$ cat config.mk
export PLATFORM = sky130hd
export DESIGN_NAME = bram_fifo_ctrl
export DESIGN_NICKNAME = d
export VERILOG_FILES = /design/src/rtl/bram_fifo_ctrl_pkg.sv /design/src/rtl/bram_fifo_ctrl_skid2.sv /design/src/rtl/bram_fifo_ctrl.sv
export SDC_FILE = /design/constraint.sdc
export NUM_CORES = 1
export LEC_CHECK = 0
export ABC_AREA = 1
export CELL_PAD_IN_SITES_DETAIL_PLACEMENT = 0
export CELL_PAD_IN_SITES_GLOBAL_PLACEMENT = 1
export CORE_ASPECT_RATIO = 0.8
export CORE_MARGIN = 3
export CORE_UTILIZATION = 28
export CTS_BUF_LIST = sky130_fd_sc_hd__clkbuf_16
export DETAILED_ROUTE_END_ITERATION = 16
export PLACE_DENSITY_LB_ADDON = 0.1
export SLEW_MARGIN = 20
export SYNTH_ARGS = -nofsm -noshare
export SYNTH_HDL_FRONTEND = slang
export SYNTH_SLANG_ARGS = --single-unit
$ cat constraint.sdc
create_clock -name clk -period 10.3 [get_ports clk]
set_input_delay 1.03 -clock clk [delete_from_list [all_inputs] [get_ports clk]]
set_output_delay 1.03 -clock clk [all_outputs]
set_load 0.01 [all_outputs]
$ cat src/rtl/bram_fifo_ctrl_pkg.sv
// Shared sizing for the BRAM-backed FIFO controller and its output skid buffer.
package bram_fifo_ctrl_pkg;

    localparam int FIFO_ADDR_W = 11;
    localparam int FIFO_DATA_W = 8;
    localparam int FIFO_DEPTH  = 2 ** FIFO_ADDR_W;

    typedef logic [1:0] skid_cnt_t;

endpackage

$ cat src/rtl/bram_fifo_ctrl_skid2.sv
// fifo_skid2: two-entry register buffer; entry 0 is always the head word.
module fifo_skid2
    import bram_fifo_ctrl_pkg::*;
#(
    parameter int DATA_W = FIFO_DATA_W
) (
    input  logic              clk_i,
    input  logic              reset_i,
    input  logic              flush_i,
    input  logic              in_valid_i,
    input  logic [DATA_W-1:0] in_data_i,
    output logic              out_valid_o,
    output logic [DATA_W-1:0] out_data_o,
    input  logic              out_ready_i,
    output skid_cnt_t         count_o
);

    skid_cnt_t         cnt_q, cnt_d;
    logic [DATA_W-1:0] e0_q, e0_d;
    logic [DATA_W-1:0] e1_q, e1_d;
    logic              pop;

    assign out_valid_o = (cnt_q != 2'd0);
    assign out_data_o  = e0_q;
    assign count_o     = cnt_q;
    assign pop         = out_valid_o & out_ready_i;

    always_comb begin
        cnt_d = cnt_q;
        e0_d  = e0_q;
        e1_d  = e1_q;
        unique case ({in_valid_i, pop})
            2'b10: begin
                if (cnt_q == 2'd0) e0_d = in_data_i;
                else               e1_d = in_data_i;
                cnt_d = cnt_q + 2'd1;
            end
            2'b01: begin
                e0_d  = e1_q;
                cnt_d = cnt_q - 2'd1;
            end
            2'b11: begin
                // Occupancy unchanged: the new word lands behind whatever survives the pop.
                if (cnt_q == 2'd1) begin
                    e0_d = in_data_i;
                end else begin
                    e0_d = e1_q;
                    e1_d = in_data_i;
                end
            end
            default: ;
        endcase
        if (flush_i) cnt_d = 2'd0;
    end

    always_ff @(posedge clk_i) begin
        if (reset_i) begin
            cnt_q <= 2'd0;
            e0_q  <= '0;
            e1_q  <= '0;
        end else begin
            cnt_q <= cnt_d;
            e0_q  <= e0_d;
            e1_q  <= e1_d;
        end
    end

endmodule

$ cat src/rtl/bram_fifo_ctrl.sv
// FIFO controller around an external dual-port RAM with a registered read port,
// hiding the read latency behind a two-entry output skid buffer.
module bram_fifo_ctrl
    import bram_fifo_ctrl_pkg::*;
#(
    parameter int ADDR_W = FIFO_ADDR_W,
    parameter int DATA_W = FIFO_DATA_W
) (
    input  logic              clk,
    input  logic              reset,
    input  logic              flush,
    input  logic              in_valid,
    input  logic [DATA_W-1:0] in_data,
    output logic              in_ready,
    output logic              out_valid,
    output logic [DATA_W-1:0] out_data,
    input  logic              out_ready,
    output logic [ADDR_W:0]   level,
    output logic              ram_we,
    output logic [ADDR_W-1:0] ram_a,
    output logic [DATA_W-1:0] ram_di,
    output logic [ADDR_W-1:0] ram_dpra,
    input  logic [DATA_W-1:0] ram_dpo
);

    localparam int             DEPTH      = 2 ** ADDR_W;
    localparam logic [ADDR_W:0] LEVEL_FULL = (ADDR_W + 1)'(DEPTH);

    logic [ADDR_W-1:0] wr_ptr_q, wr_ptr_d;
    logic [ADDR_W-1:0] rd_ptr_q, rd_ptr_d;
    logic [ADDR_W:0]   ram_cnt_q, ram_cnt_d;
    logic              inflight_q, inflight_d;
    skid_cnt_t         skid_cnt;
    logic              push, pop, rd_issue;

    assign level    = ram_cnt_q + (ADDR_W + 1)'(inflight_q) + (ADDR_W + 1)'(skid_cnt);
    assign in_ready = !reset && !flush && (level != LEVEL_FULL);
    assign push     = in_valid && in_ready;
    assign pop      = out_valid && out_ready;

    assign ram_we   = push;
    assign ram_a    = wr_ptr_q;
    assign ram_di   = in_data;
    assign ram_dpra = rd_ptr_q;

    // Issue a read only if the word will still have a skid slot when it returns.
    assign rd_issue = !flush && (ram_cnt_q != '0) &&
                      (({1'b0, skid_cnt} + {2'b00, inflight_q}) < (3'd2 + {2'b00, pop}));

    always_comb begin
        wr_ptr_d   = wr_ptr_q + {{(ADDR_W-1){1'b0}}, push};
        rd_ptr_d   = rd_ptr_q + {{(ADDR_W-1){1'b0}}, rd_issue};
        ram_cnt_d  = ram_cnt_q + (ADDR_W + 1)'(push) - (ADDR_W + 1)'(rd_issue);
        inflight_d = rd_issue;
        if (flush) begin
            wr_ptr_d   = '0;
            rd_ptr_d   = '0;
            ram_cnt_d  = '0;
            inflight_d = 1'b0;
        end
    end

    always_ff @(posedge clk) begin
        if (reset) begin
            wr_ptr_q   <= '0;
            rd_ptr_q   <= '0;
            ram_cnt_q  <= '0;
            inflight_q <= 1'b0;
        end else begin
            wr_ptr_q   <= wr_ptr_d;
            rd_ptr_q   <= rd_ptr_d;
            ram_cnt_q  <= ram_cnt_d;
            inflight_q <= inflight_d;
        end
    end

    fifo_skid2 #(
        .DATA_W (DATA_W)
    ) u_skid (
        .clk_i       (clk),
        .reset_i     (reset),
        .flush_i     (flush),
        .in_valid_i  (inflight_q),
        .in_data_i   (ram_dpo),
        .out_valid_o (out_valid),
        .out_data_o  (out_data),
        .out_ready_i (out_ready),
        .count_o     (skid_cnt)
    );

endmodule
# Word-level counts from Yosys, hierarchy flattened
# Index checks and enable logic that the tools add are counted.
# word_totals
reg_bits,53
output_inout_bits,53
# classes
bitwise,1
addsub,10
n_mux,7
order_cmp,1
n_eq_ne,8
reduce_logical,17
# op_table
operator,count
2-to-1 mux 8 bit,4
adder 12 x 1 -> 12 bit,2
one-hot mux 8 bit (3 select lines),1
adder 11 x 1 -> 11 bit,2
one-hot mux 8 bit (2 select lines),1
adder 12 x 2 -> 12 bit,1
"inequality test 12 bit, second input constant",1
nonzero test 12 bit,1
subtractor 12 x 1 -> 12 bit,1
logical AND 1 bit,6
nonzero test 2 bit,3
"equality test 2 x 1 -> 1 bit, second input constant",2
"equality test 2 bit, second input constant",2
"inequality test 2 bit, second input constant",2
one-hot mux 2 bit (2 select lines),1
adder 2 x 1 -> 3 bit,1
"adder 2 x 1 -> 3 bit, first input constant",1
< comparator 3 bit,1
AND reduction 3 bit,1
nonzero test 3 bit,1
"adder 2 x 1 -> 2 bit, second input constant",1
zero test 1 bit,2
zero test 2 bit,1
"inequality test 2 x 1 -> 1 bit, second input constant",1
4 further kinds,4

# Depth between registers and ports, before layout
# Gate-level depths: netlist of the first run.
# depth
word_depth,7
ltp_mapped,25

# Hierarchy
# Synthesis of the first run repeated with hierarchy kept, for this count alone.
# hier_totals
cells_unflattened,475
area_unflattened_um2,3335.7
# by_module_without_submodules
module,seq_area_each_um2,cells_each,n_inst,area_per_inst_um2
bram_fifo_ctrl,700.7,347,1,2443.6
fifo_skid2,360.3,128,1,892.1

# Worst setup path after synthesis of the first run
# OpenSTA, ideal clock, no wires.
# synth_path
kind,flip-flop to flip-flop
startpoint,register inflight_q
endpoint,register ram_cnt_q[6]
slack_ns,6.987
setup_time_ns,0.123
arrival_time_ns,3.190
period_less_slack_ns,3.313
path_stages_with_launch,26
path_cell_list,dfxtp_1 inv_1 fa_1 inv_1 fa_1 nand2_2 nor2_4 nand2_1 nand2_1 nand2_2 inv_2 nand2_1 nor2_1 nand3_1 nand2_1 nor2_1 ha_1 fa_1 nand2_1 inv_1 o21ai_0 nand2_1 nand2_1 nand2_1 o21ai_0 a21oi_1
# synth_between
elab_chain_cells,7
word_cells_on_any_way,10
# synth_lines
element,line_no,source
"start, declared",bram_fifo_ctrl.sv:32,"logic inflight_q, inflight_d;"
"start signal, assigned",bram_fifo_ctrl.sv:73,inflight_q <= inflight_d;
adder 12 x 1 -> 12 bit,bram_fifo_ctrl.sv:36,assign level = ram_cnt_q + (ADDR_W + 1)'(inflight_q) + (ADDR_W + 1)'(skid_cnt);
adder 12 x 2 -> 12 bit,bram_fifo_ctrl.sv:36,
named net level[10],bram_fifo_ctrl.sv:18,"output logic [ADDR_W:0] level,"
inequality test 12 bit,bram_fifo_ctrl.sv:37,assign in_ready = !reset && !flush && (level != LEVEL_FULL);
logical AND 1 bit,bram_fifo_ctrl.sv:37,
logical AND 1 bit,bram_fifo_ctrl.sv:38,assign push = in_valid && in_ready;
named net ram_we,bram_fifo_ctrl.sv:19,"output logic ram_we,"
adder 12 x 1 -> 12 bit,bram_fifo_ctrl.sv:53,ram_cnt_d = ram_cnt_q + (ADDR_W + 1)'(push) - (ADDR_W + 1)'(rd_issue);
subtractor 12 x 1 -> 12 bit,bram_fifo_ctrl.sv:53,
"end signal, assigned",bram_fifo_ctrl.sv:72,ram_cnt_q <= ram_cnt_d;
"end, declared",bram_fifo_ctrl.sv:31,"logic [ADDR_W:0] ram_cnt_q, ram_cnt_d;"
# The timed path passes the listed nets, and every way through them passes these cells.
# A chain may end at the register's enable or synchronous reset.

# Worst setup path after layout of the first run
# layout_path
startpoint,register inflight_q
endpoint,output port ram_we
# layout_between
elab_chain_cells,5
# layout_lines
element,line_no
adder 12 x 1 -> 12 bit,bram_fifo_ctrl.sv:36
adder 12 x 2 -> 12 bit,bram_fifo_ctrl.sv:36
inequality test 12 bit,bram_fifo_ctrl.sv:37
logical AND 1 bit,bram_fifo_ctrl.sv:37
logical AND 1 bit,bram_fifo_ctrl.sv:38
"end, declared",bram_fifo_ctrl.sv:19
# Every way passes these cells.

==> results.cfg, run 1 <==
[synthesis]
yosys.area.top_type = dfxtp_1
synth_top_family_by_area = simple AND/OR/NAND/NOR gates
synth.area.top_cells = dfxtp_1 (32%), ha_1 (14%), inv_1 (9.3%)
synth_xor_area_share_pct = 1.33
yosysUniqueCellTypes = 31
syn_nets = 523
yosysSeqAreaShare_pct = 32.2
ys_ff_latch = 53
synth_edf_count = 0
async_flop_share_pct = 0
synth_common_cells = inv_1 (82), nand2_1 (60), dfxtp_1 (53), nor2_1 (53), o21ai_0 (46)
syn_area_mm2 = 0.00330
synth_simple_gate_area_share_pct = 23.8
synth_warnings = 0
syn_area_per_cell_um2 = 7.14
muxShareOfSynthArea_pct = 0
netlist_instances = 462
yosysMostFrequentCell = inv_1
synth_top_area_share_pct = 32.2
synth_compound_area_share_pct = 14.6
synthAdderAreaFrac_pct = 15.9
synth_flop_cell = dfxtp_1

[grt]
grt_max_degree = 25
grt.total_usage_pct = 12.9
use_met3_pct = 3.16
use_met1_pct = 19.5
grt_pass1_vias = 2777
grt_antenna_before_repair = 0
gr-usage-met2_pct = 18.1
grt_pass1_wl_um = 13700
grt_overflow = 0
top_usage_layer = met1

[clock_network]
cts_buffers = 5
clock_path_buffers = 2
cts.sinks = 53
cts_hold_buffers = 0
postCtsSetupBuffers = 0
clock-root-buffer = clkbuf_16
cts_tree = yes
post_cts_resize_count = 0
h-tree-depth = 2
path_clk_slew_ns = 0.07
clock_latency_ns = 0.29

[sta]
fin_crit_ns = 4.25
setup_tns_ns = 0
timing.fmax_mhz = 235
period_share_pct = 41.3
hold_viol = 0
rsz0062_at_grt = false
fin_skew_ns = 0.00841
tightest_slew_ns = 0.731
setup_violations = 0
slew_headroom_pct = 51.3
slew_violations = 0

[worst_setup_path]
start_kind = register
r2r-start = inflight_q$_SDFF_PP0_
slowest_delay_ns = 0.62
regToRegSetupSlack_ns = 6.53
slowest_stage = clkdlybuf4s50_1
reg2reg_depth = 22
worstPathCellList = inv_1 > fa_1 > inv_1 > fa_1 > nand2_2 > nor2_4 > nand3_1 > nand2_2 > inv_2 > nand2_1 > nor2_1 > nand3_1 > nand2_1 > nor2_1 > clkdlybuf4s50_1
cp-end-kind = output pin
crit_type = reg -> out
worstPathArrival_ns = 3.22
r2r_end = ram_cnt_q[6]$_SDFF_PP0_
path_max_fanout = 4
path_buf_inv = 4
crit_required_ns = 9.27
crit_family = simple AND/OR/NAND/NOR gates

[hold_path]
hold_depth = 2
min_to = ram_dpra[10]$_SDFF_PP0_
holdCritStartpoint = ram_dpra[10]$_SDFF_PP0_
hold_class = reg -> reg

[drt]
route.antenna.remaining_nets = 0
drtIter0Drc = 140
first_pass_iters = 4
drt-total-wl_um = 8410
routed_via_density = 4.46
drcViolationCount = 0
wl_per_cell_um = 12.8
vias = 2928

[floorplan]
num_rows = 34
ios = 74
die-width_um = 127
core_mm2 = 0.0112
die_y_um = 103
dieArea_mm2 = 0.0131
start_util_pct = 29.5

[layout]
antenna_cells = 0
fin_util_pct = 36.7
nets = 573
synthToLayoutAreaGrowth_pct = 24.6
drive_gt1_share_pct = 3.70
design_area_mm2 = 0.00411

[status]
status = finished clean

[power_and_ir_drop]
power_density_mw_per_mm2 = 240
p_leak_nw = 1.83
irDropWorstVdd_mv = 0.0734

[place]
port_buffers = 57
place_hpwl_um = 6460
place.gp.congestion = 0.803
placed_cell_area_mm2 = 0.00396

[flow_run]
drv_cap = 0
-- where the power goes --
part           switching (mW)  internal (mW)
logic                   0.317          0.215
clock network          0.0791         0.0896
registers              0.0400          0.246
total                   0.436          0.551
-- layout by cell type (no fill, tap or decap), drive strengths merged --
cell and instances:
inv 83, nand2 64, clkdlybuf4s50 57, nor2 57, dfxtp 53, o21ai 48, ha 37, nand3 31
a21oi 28, nor3 12, nand4 9, o211ai 6, clkbuf 5, xor2 4, fa 3, clkinv 3
nor3b 2, a31oi 2, o21bai 2, o221ai 2, xnor2 1, nor4 1, nand3b 1, a21boi 1
buf 1
-- routing by layer --
metal | up-vias | wire length, µm
met2 | 59 | 3240
met5 | - | 0
met4 | 0 | 71
li1 | 1594 | -
met1 | 1265 | 4680
met3 | 10 | 413
-- flip-flops by register name (all words and copies together), names as in the netlist --
register / count
u_skid.out_data_o: 8
ram_dpra: 11
u_skid.count_o: 2
ram_cnt_q: 12
ram_a: 11
inflight_q: 1
u_skid.e1_q: 8
-- cell type report --
type	instances	area, µm²
fill	1209	7080
multi-input combinational	311	1830
sequential	53	1060
timing repair buffer	58	578
inverter	83	312
tap	144	180
clock buffer	5	125
clock inverter	3	17.5
-- worst max-delay path by stage --
stage,from,end,depth (start not counted)
after global routing,inflight_q$_SDFF_PP0_,ram_we,15
after CTS,inflight_q$_SDFF_PP0_,ram_we,15
final,inflight_q$_SDFF_PP0_,ram_we,15
after detailed placement,reset,ram_we,6
after floorplan,inflight_q$_SDFF_PP0_,ram_cnt_q[6]$_SDFF_PP0_,25
after global placement,reset,ram_we,6
-- through the flow --
stage	power, mW	setup WS [ns]	instances	hold WS [ns]
finish	0.987	6.05	657	0.463
global route	1.09	5.79	657	0.503
CTS	0.998	6.02	657	0.469
detailed placement	0.823	6.34	649	0.457
global placement	0.829	6.36	649	0.455
floorplan	0.646	6.99	462	0.471
-- worst reg2reg max path, stage by stage, from the launching register on --
cell     delay [ns]
dfxtp_1        0.38
inv_1          0.11
fa_1           0.40
inv_1          0.12
fa_1           0.27
nand2_2        0.10
nor2_4         0.13
xor2_1         0.23
nand3_1        0.10
nor2_1         0.12
nand3_1        0.11
nand2_1        0.10
nor2_1         0.11
ha_1           0.24
fa_1           0.41
nand2_1        0.08
inv_1          0.04
o21ai_0        0.14
nand2_1        0.13
nand2_1        0.08
nand2_1        0.05
o21ai_0        0.16
a21oi_1        0.05
-- cell families (layout without fill, tap and decap cells) --
family                   after synthesis  count (layout)
buffers and inverters                 98             149
AO/OA/AOI/OAI                         89              89
AND/OR/NAND/NOR                      177             177
adder cells (fa/ha/maj)               40              40
flip-flops                            53              53
XOR/XNOR                               5               5
Power figures use the tool's default switching activity.
==> run 2, diff against run 1 <==
Clock period 10.3 ns to 3.9 ns, I/O delays scaled along.
==> run 2 against run 1 <==
Compared with the run above: sequential cell count is the same; setup slack lost 5.7 ns; clock power grew to 2.8 times the previous value; first-iteration DRC count shrank 29%; register-to-register slack lost 6.2 ns; highest routed layer unchanged; largest cell class unchanged.
==> results.cfg, run 2 (synthesis results as in run 1) <==
[worst_setup_path]
start_kind = register
cp-end-kind = register
cp-endpoint = ram_cnt_q[6]$_SDFF_PP0_
slowest_delay_ns = 0.42
crit_required_ns = 4.08
slowest_stage = fa_1
r2r-start = ram_cnt_q[0]$_SDFF_PP0_
path_max_fanout = 4
path_buf_inv = 4
reg2reg_depth = 25
r2r_end = ram_cnt_q[6]$_SDFF_PP0_
regToRegSetupSlack_ns = 0.33
critPathMostFrequentCell = nand2_1
crit_type = reg -> reg
worstPathArrival_ns = 3.75
cp.depth = 25
crit_family = adder cells
crit_start = ram_cnt_q[0]$_SDFF_PP0_

[sta]
timing.fmax_mhz = 280
period_share_pct = 91.5
tightest_slew_ns = 0.673
fin_crit_ns = 3.57
hold_viol = 0
fin_ws_ns = 0.330
setup_tns_ns = 0
rsz0062_at_grt = false
slew_headroom_pct = 55.0
setup_violations = 0
slew_violations = 0
fin_skew_ns = 0.00851
timing.hold.ws_ns = 0.469

[clock_network]
path_clk_slew_ns = 0.08
clock_latency_ns = 0.30
h-tree-depth = 2
cts.sinks = 53
cts_hold_buffers = 0
clock_path_buffers = 2
cts_tree = yes
clock-root-buffer = clkbuf_16
post_cts_resize_count = 0
postCtsSetupBuffers = 0
cts_buffers = 5

[place]
port_buffers = 57
pre_cts_slack_ns = 0.210
place_hpwl_um = 6510
place.gp.congestion = 0.799

[drt]
route.antenna.remaining_nets = 0
first_pass_iters = 5
routed_via_density = 4.51
vias = 2966
wl_per_cell_um = 12.8
drcViolationCount = 0
drtIter0Drc = 100
drt-total-wl_um = 8410

[power_and_ir_drop]
intPower_mw = 1.47
power_density_mw_per_mm2 = 641
p_sw_share_pct = 44.5
combPwrFrac_pct = 53.4
power.share.clock_pct = 18.1
pwr-share-seq_pct = 28.6
netSwitchingPower_mw = 1.18
p_leak_nw = 1.83
irDropWorstVdd_mv = 0.237

[floorplan]
die_y_um = 103
ios = 74
core_mm2 = 0.0112
dieArea_mm2 = 0.0131
num_rows = 34
die-width_um = 127
start_util_pct = 29.5

[grt]
grt_antenna_before_repair = 0
grt_pass1_wl_um = 13800
grt_pass1_vias = 2821
grt_max_degree = 24
grt_overflow = 0
grt.total_usage_pct = 13.1

[layout]
top_register = ram_cnt_q
nets = 573
antenna_cells = 0
mostFrequentLayoutCells = inv_1 (82), nand2_1 (60), clkdlybuf4s50_1 (57)
final_common_cell = inv_1
largest_reg_flops = 12
synthToLayoutAreaGrowth_pct = 25.4
fin_util_pct = 36.9
drive_gt1_share_pct = 4.87

[status]
status = finished clean

[flow_run]
drv_cap = 0

[hold_path]
hold_class = reg -> reg
## run 2: stage by stage
stage                     power, mW  instance area [µm²]  cells
after global routing           2.92                 4130    657
after detailed placement       2.18                 3960    649
final                          2.65                 4130    657
after CTS                      2.67                 4120    657
after floorplan                1.71                 3300    462
after global placement         2.19                 3960    649
## run 2: how the worst min path moves through the flow
stage	from	to	cells after the start
CTS	ram_dpra[10]$_SDFF_PP0_	ram_dpra[10]$_SDFF_PP0_	2
global route	ram_dpra[10]$_SDFF_PP0_	ram_dpra[10]$_SDFF_PP0_	2
floorplan	reset	inflight_q$_SDFF_PP0_	1
finish	ram_dpra[10]$_SDFF_PP0_	ram_dpra[10]$_SDFF_PP0_	2
detailed placement	ram_dpra[10]$_SDFF_PP0_	ram_dpra[10]$_SDFF_PP0_	2
global placement	ram_dpra[10]$_SDFF_PP0_	ram_dpra[10]$_SDFF_PP0_	2
## run 2: power groups by stage
stage	Sequential [mW]	Clock (mW)	Combinational (mW)
floorplan	0.750	0	0.957
global placement	0.772	0	1.41
detailed placement	0.771	0	1.41
CTS	0.757	0.497	1.42
global route	0.776	0.521	1.62
finish	0.757	0.479	1.41
## run 2: layout make-up
type / count / area (µm²)
fillers: 1184 / 7050
flip-flops and latches: 53 / 1060
clock inverters: 3 / 28.8
well taps: 144 / 180
repair buffers: 58 / 578
inverters: 83 / 312
clock buffers: 5 / 125
multi-input cells: 311 / 1850
## run 2: metal layers
| layer | share of wire (%) | vias up | GRT usage, % | wire length, µm |
|---|---|---|---|---|
| met2 | 39 | 57 | 18.7 | 3270 |
| li1 | - | 1591 | - | - |
| met5 | 0 | - | 0 | 0 |
| met1 | 56 | 1306 | 19.5 | 4700 |
| met4 | 0.96 | 0 | 3.38 | 81 |
| met3 | 4.3 | 12 | 3.16 | 361 |
## run 2: worst register-to-register path, cell delays in order, from the launching register on
cell,delay (ns)
dfxtp_1,0.34
inv_1,0.09
fa_1,0.42
inv_1,0.11
fa_2,0.26
nand2_2,0.09
nor2_4,0.15
nand2_1,0.07
nand2_1,0.08
nand2_2,0.07
inv_2,0.04
nand2_1,0.04
nor2_1,0.11
nand3_1,0.09
nand2_1,0.10
nor2_2,0.07
ha_1,0.21
fa_1,0.41
nand2_1,0.08
inv_1,0.04
o21ai_0,0.14
nand2_1,0.12
nand2_1,0.07
nand2_1,0.05
o21ai_0,0.15
a21oi_1,0.06
==> run 3, diff against run 2 <==
Settings changed: RECOVER_POWER from default to 100, SYNTH_HIERARCHICAL from default to 1.
==> run 3 against run 2 <==
Compared with the run above: setup slack improved by 0.034 ns; clock power fell by 9.2%; clock skew fell by 0.0049 ns; critical path depth fell by 13; first-iteration DRC count rose by 88%; routed wire length rose by 0.97%; die area rose by 1.1%; maximum frequency rose by 0.97%; sequential power fell by 7.0%; register-to-register slack improved by 0.05 ns; total power fell by 13%; final cell count rose by 2.3%.
==> results.cfg, run 3 <==
[clock_network]
h-tree-depth = 2
cts_buffers = 5
clock_path_buffers = 2
cts_tree = yes
path_clk_slew_ns = 0.07
clock_latency_ns = 0.29
clock-root-buffer = clkbuf_16
cts.sinks = 53
postCtsSetupBuffers = 0

[worst_setup_path]
crit_type = reg -> out
crit_required_ns = 3.51
path_max_fanout = 5
worstPathArrival_ns = 3.15
cp-end-kind = output pin
start_kind = register

[sta]
rsz0062_at_grt = false
hold_viol = 0
fin_crit_ns = 3.54
fin_ws_ns = 0.365
setup_tns_ns = 0
timing.hold.ws_ns = 0.487
fin_skew_ns = 0.00357
timing.fmax_mhz = 283
tightest_slew_ns = 0.510
period_share_pct = 90.7
slew_headroom_pct = 65.9
slew_violations = 0
setup_violations = 0

[synthesis]
synth.area.top_cells = dfxtp_1 (32%), ha_1 (13%), inv_1 (9.5%)
synth_edf_count = 0
ys_ff_latch = 53
synth_flop_cell = dfxtp_1
syn_area_mm2 = 0.00334
synth_top_area_share_pct = 31.8
syn_nets = 533
async_flop_share_pct = 0
synth_common_cells = inv_1 (84), nand2_1 (73), dfxtp_1 (53), nor2_1 (53), nand3_1 (49)
netlist_instances = 475
syn_area_per_cell_um2 = 7.02
yosysMostFrequentCell = inv_1
yosys.area.top_type = dfxtp_1
synth_warnings = 6
yosysUniqueCellTypes = 31
yosysSeqAreaShare_pct = 31.8

[drt]
wl_per_cell_um = 12.6
drtIter0Drc = 188
drcViolationCount = 0
first_pass_iters = 4
drt-total-wl_um = 8490
routed_via_density = 4.47
vias = 3002
route.antenna.remaining_nets = 0

[place]
pre_cts_slack_ns = 0.246
dpl.cell_count = 664
place.gp.congestion = 0.820
place_hpwl_um = 6640
port_buffers = 57

[power_and_ir_drop]
irDropWorstVdd_mv = 0.182
combPwrFrac_pct = 50.4
p_leak_nw = 1.97
p_sw_share_pct = 42.9
power.share.clock_pct = 18.9
pwr-share-seq_pct = 30.6
netSwitchingPower_mw = 0.987
intPower_mw = 1.31
power_density_mw_per_mm2 = 557
total_power_mw = 2.30

[layout]
antenna_cells = 0
final_cells = 672
synthToLayoutAreaGrowth_pct = 23.7
top_register = ram_cnt_q
nets = 585
largest_reg_flops = 12
drive_gt1_share_pct = 4.73
final_common_cell = inv_1
mostFrequentLayoutCells = inv_1 (87), nand2_1 (76), nor2_1 (53)

[floorplan]
die-width_um = 128
ios = 74
num_rows = 34
dieArea_mm2 = 0.0133
core_mm2 = 0.0112
die_y_um = 104
start_util_pct = 29.7

[grt]
grt_pass1_wl_um = 14100
grt_max_degree = 26
grt_antenna_before_repair = 0
grt.total_usage_pct = 13.0
grt_overflow = 0
use_met1_pct = 20.7
top_usage_layer = met1
gr-usage-met2_pct = 17.2
grt_pass1_vias = 2739
use_met3_pct = 3.24

[flow_run]
drv_cap = 0

[status]
status = finished clean

[hold_path]
hold_class = reg -> reg
run 3: cell count changes in the layout (fill, tap and decap cells not counted), sizes merged, moves of 2 or more:
| cell | before | now |
|---|---|---|
| o21ai | 48 | 33 |
| o211ai | 6 | 0 |
| ha | 37 | 34 |
| or2 | 0 | 8 |
| nand2 | 64 | 80 |
| nand3 | 31 | 49 |
| o221ai | 2 | 0 |
| nor3 | 12 | 7 |
| a21oi | 28 | 31 |
| dlygate4sd3 | 0 | 43 |
| clkdlybuf4s50 | 57 | 14 |
| inv | 85 | 88 |
run 3: layout make-up:
cell class | count | area (µm²)
Sequential cell | 53 | 1060
Inverter | 86 | 323
Clock buffer | 5 | 125
Timing Repair Buffer | 58 | 578
Tap cell | 144 | 180
Multi-Input combinational cell | 323 | 1840
Clock inverter | 3 | 15.0
Fill cell | 1215 | 7110
run 3: cell families (layout without fill, tap and decap cells):
logic type | count (synthesis) | in the layout | share of synthesized area [%]
AND/OR/NAND/NOR | 212 | 212 | 28.8
buffers and inverters | 99 | 152 | 12.5
AO/OA/AOI/OAI | 68 | 68 | 10.5
flip-flops | 53 | 53 | 31.8
adder cells (fa/ha/maj) | 37 | 37 | 14.6
XOR/XNOR | 6 | 6 | 1.80
run 3: what timing repair did:
| item | in CTS | in global routing |
|---|---|---|
| endpoints found under the setup margin | 0 | 4 |
| hold endpoints to repair | 0 | 0 |
| hold buffers | 0 | 0 |
| gates resized for setup | 0 | 2 |
run 3: routing by layer:
metal  vias up  part of all wire [%]
met5         -                     0
met4         0                  0.66
li1       1606                     -
met2        76                    39
met3         4                   5.4
met1      1316                    55
run 3: stage by stage:
step | utilization [%] | area (µm²)
floorplan | - | 3340
global placement | 35.6 | 4000
detailed placement | 35.6 | 4000
CTS | 36.9 | 4140
global route | 36.7 | 4130
finish | 36.7 | 4130
run 3: power groups by stage:
stage / sequential [mW] / clock, mW / combinational (mW)
3_3_place_gp: 0.719 / 0 / 1.20
3_5_place_dp: 0.718 / 0 / 1.20
5_1_grt: 0.719 / 0.487 / 1.34
6_report: 0.704 / 0.435 / 1.16
4_1_cts: 0.705 / 0.465 / 1.20
2_1_floorplan: 0.702 / 0 / 0.827
run 3: critical path: stages, from the launching register on:
cell and delay, ns:
dfxtp_1 0.42, inv_1 0.08, fa_1 0.35, inv_1 0.14, fa_2 0.26, nand2_2 0.10
nor2_4 0.14, xor2_1 0.22, nor2_1 0.07, nand2_1 0.08, nand2_1 0.07, nor2_1 0.23
dlygate4sd3_1 0.68
run 3: final timing paths:
check | start | end | slack [ns] | depth (start not counted)
max | u_skid/count_o[0]$_SDFFE_PP0P_ | ram_we | 0.36 | 12
min | u_skid/e1_q[1]$_SDFFE_PP0P_ | u_skid/e1_q[1]$_SDFFE_PP0P_ | 0.49 | 2
max reg2reg | u_skid/count_o[0]$_SDFFE_PP0P_ | ram_cnt_q[6]$_SDFF_PP0_ | 0.38 | 22
min reg2reg | u_skid/e1_q[1]$_SDFFE_PP0P_ | u_skid/e1_q[1]$_SDFFE_PP0P_ | 0.49 | 2
